## config.mk

```make
export PLATFORM = sky130hd
export DESIGN_NAME = mult_seq_ctrl_flat
export DESIGN_NICKNAME = d
export VERILOG_FILES = /design/src/rtl/mult_seq_ctrl_if.sv /design/src/rtl/mult_seq_ctrl.sv /design/src/flat_wrapper.sv
export SDC_FILE = /design/constraint.sdc
export NUM_CORES = 1
export LEC_CHECK = 0
export CAP_MARGIN = 20
export CORE_ASPECT_RATIO = 0.8
export CORE_MARGIN = 4
export CORE_UTILIZATION = 48
export CTS_BUF_LIST = sky130_fd_sc_hd__clkbuf_2
export CTS_CLUSTER_SIZE = 20
export DETAILED_ROUTE_END_ITERATION = 7
export GPL_TIMING_DRIVEN = 1
export HOLD_SLACK_MARGIN = 0.12
export PLACE_DENSITY_LB_ADDON = 0.3
export SLEW_MARGIN = 20
export SYNTH_ARGS = -nofsm -noshare
export SYNTH_HDL_FRONTEND = slang
export SYNTH_SLANG_ARGS = --single-unit
```

## constraint.sdc

```tcl
create_clock -name clk -period 2.25 [get_ports clk]
set_input_delay 0.3375 -clock clk [delete_from_list [all_inputs] [get_ports clk]]
set_output_delay 0.3375 -clock clk [all_outputs]
set_load 0.03 [all_outputs]
```

## src/rtl/mult_seq_ctrl_if.sv

```systemverilog
// Handshake and adder bus for the sequential multiplier controller.
// slave  : the controller's view (accepts operands, drives the adder, presents the product)
// master : the environment's view (upstream source, adder, downstream sink)
interface mult_seq_ctrl_if #(
  parameter int WIDTH = 8
);
  logic                 in_valid;
  logic                 in_ready;
  logic [WIDTH-1:0]     in_a;
  logic [WIDTH-1:0]     in_b;
  logic [2*WIDTH-1:0]   add_a;
  logic [2*WIDTH-1:0]   add_b;
  logic [2*WIDTH-1:0]   add_s;
  logic                 add_cout;
  logic                 out_valid;
  logic                 out_ready;
  logic [2*WIDTH-1:0]   out_p;

  modport slave (
    input  in_valid, in_a, in_b, add_s, add_cout, out_ready,
    output in_ready, add_a, add_b, out_valid, out_p
  );

  modport master (
    output in_valid, in_a, in_b, add_s, add_cout, out_ready,
    input  in_ready, add_a, add_b, out_valid, out_p
  );
endinterface

```

## src/rtl/mult_seq_ctrl.sv

```systemverilog
// Sequential shift-and-add controller for unsigned WIDTH x WIDTH multiplication.
// One partial product per cycle is presented to an external 2*WIDTH-bit adder;
// the adder's sum is registered back into the accumulator.
// Optional build macro: EARLY_TERM_EN -- finish as soon as the remaining
// multiplier bits are all zero instead of always running WIDTH iterations.
module mult_seq_ctrl #(
  parameter int WIDTH = 8,
  parameter int CNT_W = 4
) (
  input  logic            clk,
  input  logic            rst_n,
  mult_seq_ctrl_if.slave  bus
);

  localparam int PW = 2 * WIDTH;

  typedef enum logic [1:0] {
    S_IDLE = 2'd0,
    S_RUN  = 2'd1,
    S_DONE = 2'd2
  } state_t;

  state_t           r_state;
  state_t           w_next;
  logic [PW-1:0]    r_acc;
  logic [PW-1:0]    r_mcand;
  logic [WIDTH-1:0] r_mplier;
  logic [CNT_W-1:0] r_cnt;
  logic [PW-1:0]    r_out_p;
  logic             w_accept;
  logic             w_last;
  logic             w_unused_cout;

  // The adder carry-out is never set for legal operands; it is observed only by the bench.
  assign w_unused_cout = bus.add_cout;

  assign w_accept = (r_state == S_IDLE) && bus.in_valid;

`ifdef EARLY_TERM_EN
  // Last iteration: counter exhausted, or no set multiplier bits remain after this shift.
  assign w_last = (r_cnt == CNT_W'(WIDTH - 1)) || ((r_mplier >> 1) == '0);
`else
  // Last iteration: fixed WIDTH passes regardless of operand values.
  assign w_last = (r_cnt == CNT_W'(WIDTH - 1));
`endif

  // State register.
  // NOTE: sequential state uses non-blocking assignments so every flop samples pre-edge values.
  always_ff @(posedge clk or negedge rst_n) begin
    if (!rst_n) r_state <= S_IDLE;
    else        r_state <= w_next;
  end

  // Next-state decode.
  // NOTE: the default assignment first keeps this block free of inferred latches.
  always_comb begin
    w_next = r_state;
    case (r_state)
      S_IDLE:  if (w_accept)      w_next = S_RUN;
      S_RUN:   if (w_last)        w_next = S_DONE;
      S_DONE:  if (bus.out_ready) w_next = S_IDLE;
      default:                    w_next = S_IDLE;
    endcase
  end

  // Outputs decoded purely from registered state; adder operands are zero outside RUN.
  always_comb begin
    bus.in_ready  = 1'b0;
    bus.out_valid = 1'b0;
    bus.add_a     = '0;
    bus.add_b     = '0;
    case (r_state)
      S_IDLE: bus.in_ready = 1'b1;
      S_RUN: begin
        bus.add_a = r_acc;
        bus.add_b = r_mplier[0] ? r_mcand : '0;
      end
      S_DONE:  bus.out_valid = 1'b1;
      default: ;
    endcase
  end

  assign bus.out_p = r_out_p;

  // Datapath: load operands on accept, then shift-and-accumulate once per RUN cycle.
  // NOTE: datapath registers are reset too, so an aborted product never leaks to out_p.
  always_ff @(posedge clk or negedge rst_n) begin
    if (!rst_n) begin
      r_acc    <= '0;
      r_mcand  <= '0;
      r_mplier <= '0;
      r_cnt    <= '0;
      r_out_p  <= '0;
    end else begin
      case (r_state)
        S_IDLE: begin
          if (w_accept) begin
            r_mcand  <= PW'(bus.in_a);
            r_mplier <= bus.in_b;
            r_acc    <= '0;
            r_cnt    <= '0;
          end
        end
        S_RUN: begin
          r_acc    <= bus.add_s;
          r_mcand  <= r_mcand << 1;
          r_mplier <= r_mplier >> 1;
          r_cnt    <= r_cnt + 1'b1;
          if (w_last) r_out_p <= bus.add_s;
        end
        default: ;
      endcase
    end
  end

endmodule

```

## src/flat_wrapper.sv

```systemverilog
// flat-port wrapper written by rule: the top's interface ports become plain ports
module mult_seq_ctrl_flat 
#(
  parameter int WIDTH = 8,
  parameter int CNT_W = 4
)
  (clk, rst_n, bus_in_valid, bus_in_a, bus_in_b, bus_add_s, bus_add_cout, bus_out_ready, bus_in_ready, bus_add_a, bus_add_b, bus_out_valid, bus_out_p);
  mult_seq_ctrl_if #(.WIDTH(WIDTH)) bus_i ();
  input  logic clk;
  input  logic rst_n;
  input wire logic [$bits(bus_i.in_valid)-1:0] bus_in_valid;
  input wire logic [$bits(bus_i.in_a)-1:0] bus_in_a;
  input wire logic [$bits(bus_i.in_b)-1:0] bus_in_b;
  input wire logic [$bits(bus_i.add_s)-1:0] bus_add_s;
  input wire logic [$bits(bus_i.add_cout)-1:0] bus_add_cout;
  input wire logic [$bits(bus_i.out_ready)-1:0] bus_out_ready;
  output wire logic [$bits(bus_i.in_ready)-1:0] bus_in_ready;
  output wire logic [$bits(bus_i.add_a)-1:0] bus_add_a;
  output wire logic [$bits(bus_i.add_b)-1:0] bus_add_b;
  output wire logic [$bits(bus_i.out_valid)-1:0] bus_out_valid;
  output wire logic [$bits(bus_i.out_p)-1:0] bus_out_p;
  assign bus_i.in_valid = bus_in_valid;
  assign bus_i.in_a = bus_in_a;
  assign bus_i.in_b = bus_in_b;
  assign bus_i.add_s = bus_add_s;
  assign bus_i.add_cout = bus_add_cout;
  assign bus_i.out_ready = bus_out_ready;
  assign bus_in_ready = bus_i.in_ready;
  assign bus_add_a = bus_i.add_a;
  assign bus_add_b = bus_i.add_b;
  assign bus_out_valid = bus_i.out_valid;
  assign bus_out_p = bus_i.out_p;
  mult_seq_ctrl #(.WIDTH(WIDTH), .CNT_W(CNT_W)) u_core (.clk(clk), .rst_n(rst_n), .bus(bus_i));
endmodule
```

[After elaboration in Yosys (flattened, before gate mapping)]
Cells that the tools add are included.
Cells by class
  multiplexer cells: 17
  equality and inequality tests: 6
  reductions and logical operators: 6
  add/sub/neg operators: 1
Operators by type and width (number)
  2-to-1 mux 16 bit: 5
  case mux 16 bit (2 select lines): 2
  case mux 8 bit (2 select lines): 1
  2-to-1 mux 8 bit: 1
  case mux 4 bit (2 select lines): 1
  2-to-1 mux 2 bit: 3
  case mux 2 bit (3 select lines): 1
  adder 4 x 1 -> 4 bit (second input constant): 1
  equality test 4 x 3 -> 1 bit (second input constant): 1
  2-to-1 mux 4 bit: 1
  inequality test 2 x 1 -> 1 bit (second input constant): 2
  AND reduction 2 bit: 2
  AND reduction 3 bit: 1
  equality test 2 x 1 -> 1 bit (second input constant): 1
  equality test 2 bit (second input constant): 1
  zero test 2 bit: 1
  2-to-1 mux 1 bit: 2
  inequality test 2 bit (second input constant): 1
  nonzero test 2 bit: 1
  logical AND 1 bit: 1
Word-level totals
  word-level logic and storage cells: 36
  input bits: 37
  output and inout bits: 50
  flip-flop bits (word level): 62

[Longest topological paths before layout]
  depth in word-level cells: 4
  gate-level depth with buffers: 6
  gate-level depth less buffers: 4

[Worst setup path after synthesis]
OpenSTA, ideal clock, no wires.
  kind: flip-flop to output port
  start: register u_core.r_state[1]
  end: output bus_add_b[10]
  arrival time: 1268 ps
  stages on the path, launching flop included: 5
  buffers on the path: 2
  setup slack: 645 ps
  cells stage by stage: dfrtp_1 -> nor2b_1 -> buf_6 -> clkbuf_1 -> and3_1
On the way
  cells in the longest elaborated chain, start to end: 2
RTL lines
  from (decl): line mult_seq_ctrl.sv:23  | state_t r_state;
  from (signal assigned): line mult_seq_ctrl.sv:51  | else r_state <= w_next;
  equality test 2 x 1 -> 1 bit: line mult_seq_ctrl.sv:72  | case (r_state)
  2-to-1 mux 16 bit: line mult_seq_ctrl.sv:72
  to (decl): line flat_wrapper.sv:19  | output wire logic [$bits(bus_i.add_b)-1:0] bus_add_b;
Every way passes these cells.

[Worst setup path in the final report]
  start: register u_core.r_state[0]
  end: output bus_add_b[7]
Same word-level chain as after synthesis.

==> reports/metrics.cfg <==
[run_status]
status = finished clean

[place]
place_inst = 388
numPortBuffers = 85
gp_congestion = 0.745
dp.final_hpwl_um = 4280

[detailed_routing]
via_per_inst = 5.27
top_layer_used = met4
route.detailed.drc = 0
dr_wl_met3_um = 463
wl_met1_um = 2900
drt-initial-drc-count = 97
drt-total-wl_um = 6190
vias = 2141
wire_per_inst_um = 15.3
first_pass_iters = 4
met2_length_um = 2780
ant_nets = 0

[floorplanning]
chipHeight_um = 75.7
core_sq_um = 5500
die_w_um = 92.7
dieArea_sq_um = 7020
ioPinCount = 87
fp-row-count = 24
start_util_pct = 50.1

[logic_synthesis]
synth_area_sq_um = 2750
synth_top_area_share_pct = 56.4
synth-edff-count = 0
syn_nets = 272
syn_area_per_cell_sq_um = 11.8
synth.top_cells.by_area = dfrtp_1 (56%), a22o_1 (8.0%), mux2_4 (4.9%)
ys.flop_type = dfrtp_1
yosysMostFrequentCell = dfrtp_1
yosysWarningCount = 0
ys_top_cells_by_count = dfrtp_1 (62), a22o_1 (25), and2_1 (18)
synth-seq-cells = 62
syn_inst = 234
synthDistinctLibCells = 26
yosys.area.top_type = dfrtp_1
async_flop_share_pct = 100
synth-seq-area-share_pct = 56.4

[power]
p_total_w = 0.00514
pwr_density_cell_nw_per_um2 = 1370
ir_drop_mv = 0.855
p_leak_nw = 1.81

[layout]
drive_above_1_share_pct = 23.8
diodes = 0
utilization_pct = 68.5
final_cells = 406
nets = 361
syn_to_final_growth_pct = 36.7

[setup_path]
critical_path_class = flip-flop to output port
arrival_ps = 1680
crit_slowest_cell = dfrtp_1
critical_path_required_ps = 1910
path_buf_inv = 2
startpoint_type = flip-flop
critPathMaxFanout = 37
max_stage_delay_ps = 430
end_kind = output port
crit_chain = nor2b_4 -> buf_12 -> and3_1 -> buf_4
crit_family = flip-flops

[timing]
fin_hold_ws_ps = 286
rsz0062_at_grt = false
hold_viol = 0
period_minus_slack_ps = 2010
finClkSkew_ps = 17.8
min_period_over_period_pct = 89.5
setup_tns_ps = 0
setup_viol = 0
finalMaxSlewViolations = 0
relSlewSlack_pct = 72.2
fmax_mhz = 497
worstMarginPinSlew_ps = 417

[cts]
clockRootBuffer = clkbuf_2
cts.sinks = 62
cts.htree.levels = 3
cts_inserted_buffers = 9
worstSkewPairLatency_ps = 480
path_clk_slew_ps = 180
cts_tree = done
clk_path_buf_depth = 2

[global_routing]
grt_max_degree = 38
grt_first_pass_wirelength_um = 10300
overflow = 0
antenna_found_initial = 0
track_usage_pct = 19.1
grt_pass1_vias = 2152

[hold_path]
min_path_type = primary input to async pin

[flow_run]
drv_cap = 0

[report_power, final]
group | switching, W | internal [W] | total (W) | leakage [nW]
Sequential | 0.000329 | 0.00157 | 0.00190 | 0.777
Clock | 0.000404 | 0.000246 | 0.000650 | 0.0590
Combinational | 0.00140 | 0.00120 | 0.00259 | 0.971
Total | 0.00213 | 0.00301 | 0.00514 | 1.81
[layer usage]
| metal | vias to the layer above | track usage, % |
|---|---|---|
| li1 | 1021 | - |
| met1 | 1039 | 25.5 |
| met2 | 76 | 29.2 |
| met3 | 5 | 8.09 |
| met4 | 0 | 4.88 |
| met5 | - | 0 |
[sequential cells by signal, summed over array words and instances (netlist names)]
name	cells
u_core.r_state	2
u_core.r_cnt	4
u_core.bus.out_p	16
u_core.r_mcand	16
u_core.r_acc	16
u_core.r_mplier	8
[logic make-up after synthesis]
group	Yosys count	share of synthesized area, %
buffers and inverters	23	4.05
AO/OA/AOI/OAI	66	16.8
multiplexers	20	9.23
AND/OR/NAND/NOR	62	13.1
adder cells (fa/ha/maj)	1	0.454
flip-flops	62	56.4
[worst reg2reg max path, cell delays in order (launching register included)]
cell     delay, ps
dfrtp_1        430
nor2b_4        210
buf_4          200
and3_4         390
mux2_2         380
[layout by cell type (no fill, tap or decap), types with 2 or more instances in the layout]
cell type	Yosys	layout
mux2_2	7	7
and3_1	16	16
a22oi_1	8	8
a31oi_1	4	4
dlymetal6s2s_1	0	2
nand2_1	11	11
dfrtp_1	62	62
clkinvlp_4	0	3
nor2b_1	12	11
mux2i_1	4	4
nor2_1	2	2
mux2_4	9	9
buf_4	0	43
and2_1	18	18
a22o_1	25	25
a21oi_1	8	8
clkbuf_2	0	9
o21ai_0	17	17
clkinv_1	0	2
clkdlybuf4s50_1	0	50
inv_1	3	3
[layout make-up]
type	instances	area, sq um
Sequential cell	62	1550
Inverter	3	11.3
Clock inverter	7	65.1
Tap cell	78	97.6
Multi-Input combinational cell	149	1110
Timing Repair Buffer	98	883
Fill cell	424	1730
Clock buffer	9	45.0
[per-stage QoR]
| stage | setup WS (ps) | cell area, sq um |
|---|---|---|
| 2_1_floorplan | 645 | 2750 |
| 3_3_place_gp | 560 | 3630 |
| 5_1_grt | 51.2 | 3760 |
| 6_report | 237 | 3760 |
| 3_5_place_dp | 528 | 3630 |
| 4_1_cts | 6.51 | 3760 |
[timing repair]
action | 4_1_cts | 5_1_grt
buffers inserted | 1 | 0
endpoints found under the hold margin | 15 | 0
resized for setup | 0 | 2
hold buffers | 1 | 0
endpoints found under the setup margin | 3 | 2
[path summary, 6_finish.rpt]
check                                      endpoint  slack (ps)              start  cells after the start
worst max-delay path                   bus_add_b[7]         240  u_core.r_state[0]                      4
worst min-delay path             u_core.r_mcand[13]         290              rst_n                      2
worst max register to register  u_core.bus.out_p[0]         530  u_core.r_state[0]                      4
worst min register to register      u_core.r_cnt[3]         510    u_core.r_cnt[3]                      1
max in group asynchronous       u_core.bus.out_p[6]        1310              rst_n                      3
min in group clk                  u_core.r_state[1]         450      bus_out_ready                      3
No activity file was read; power rests on OpenSTA's default activity.
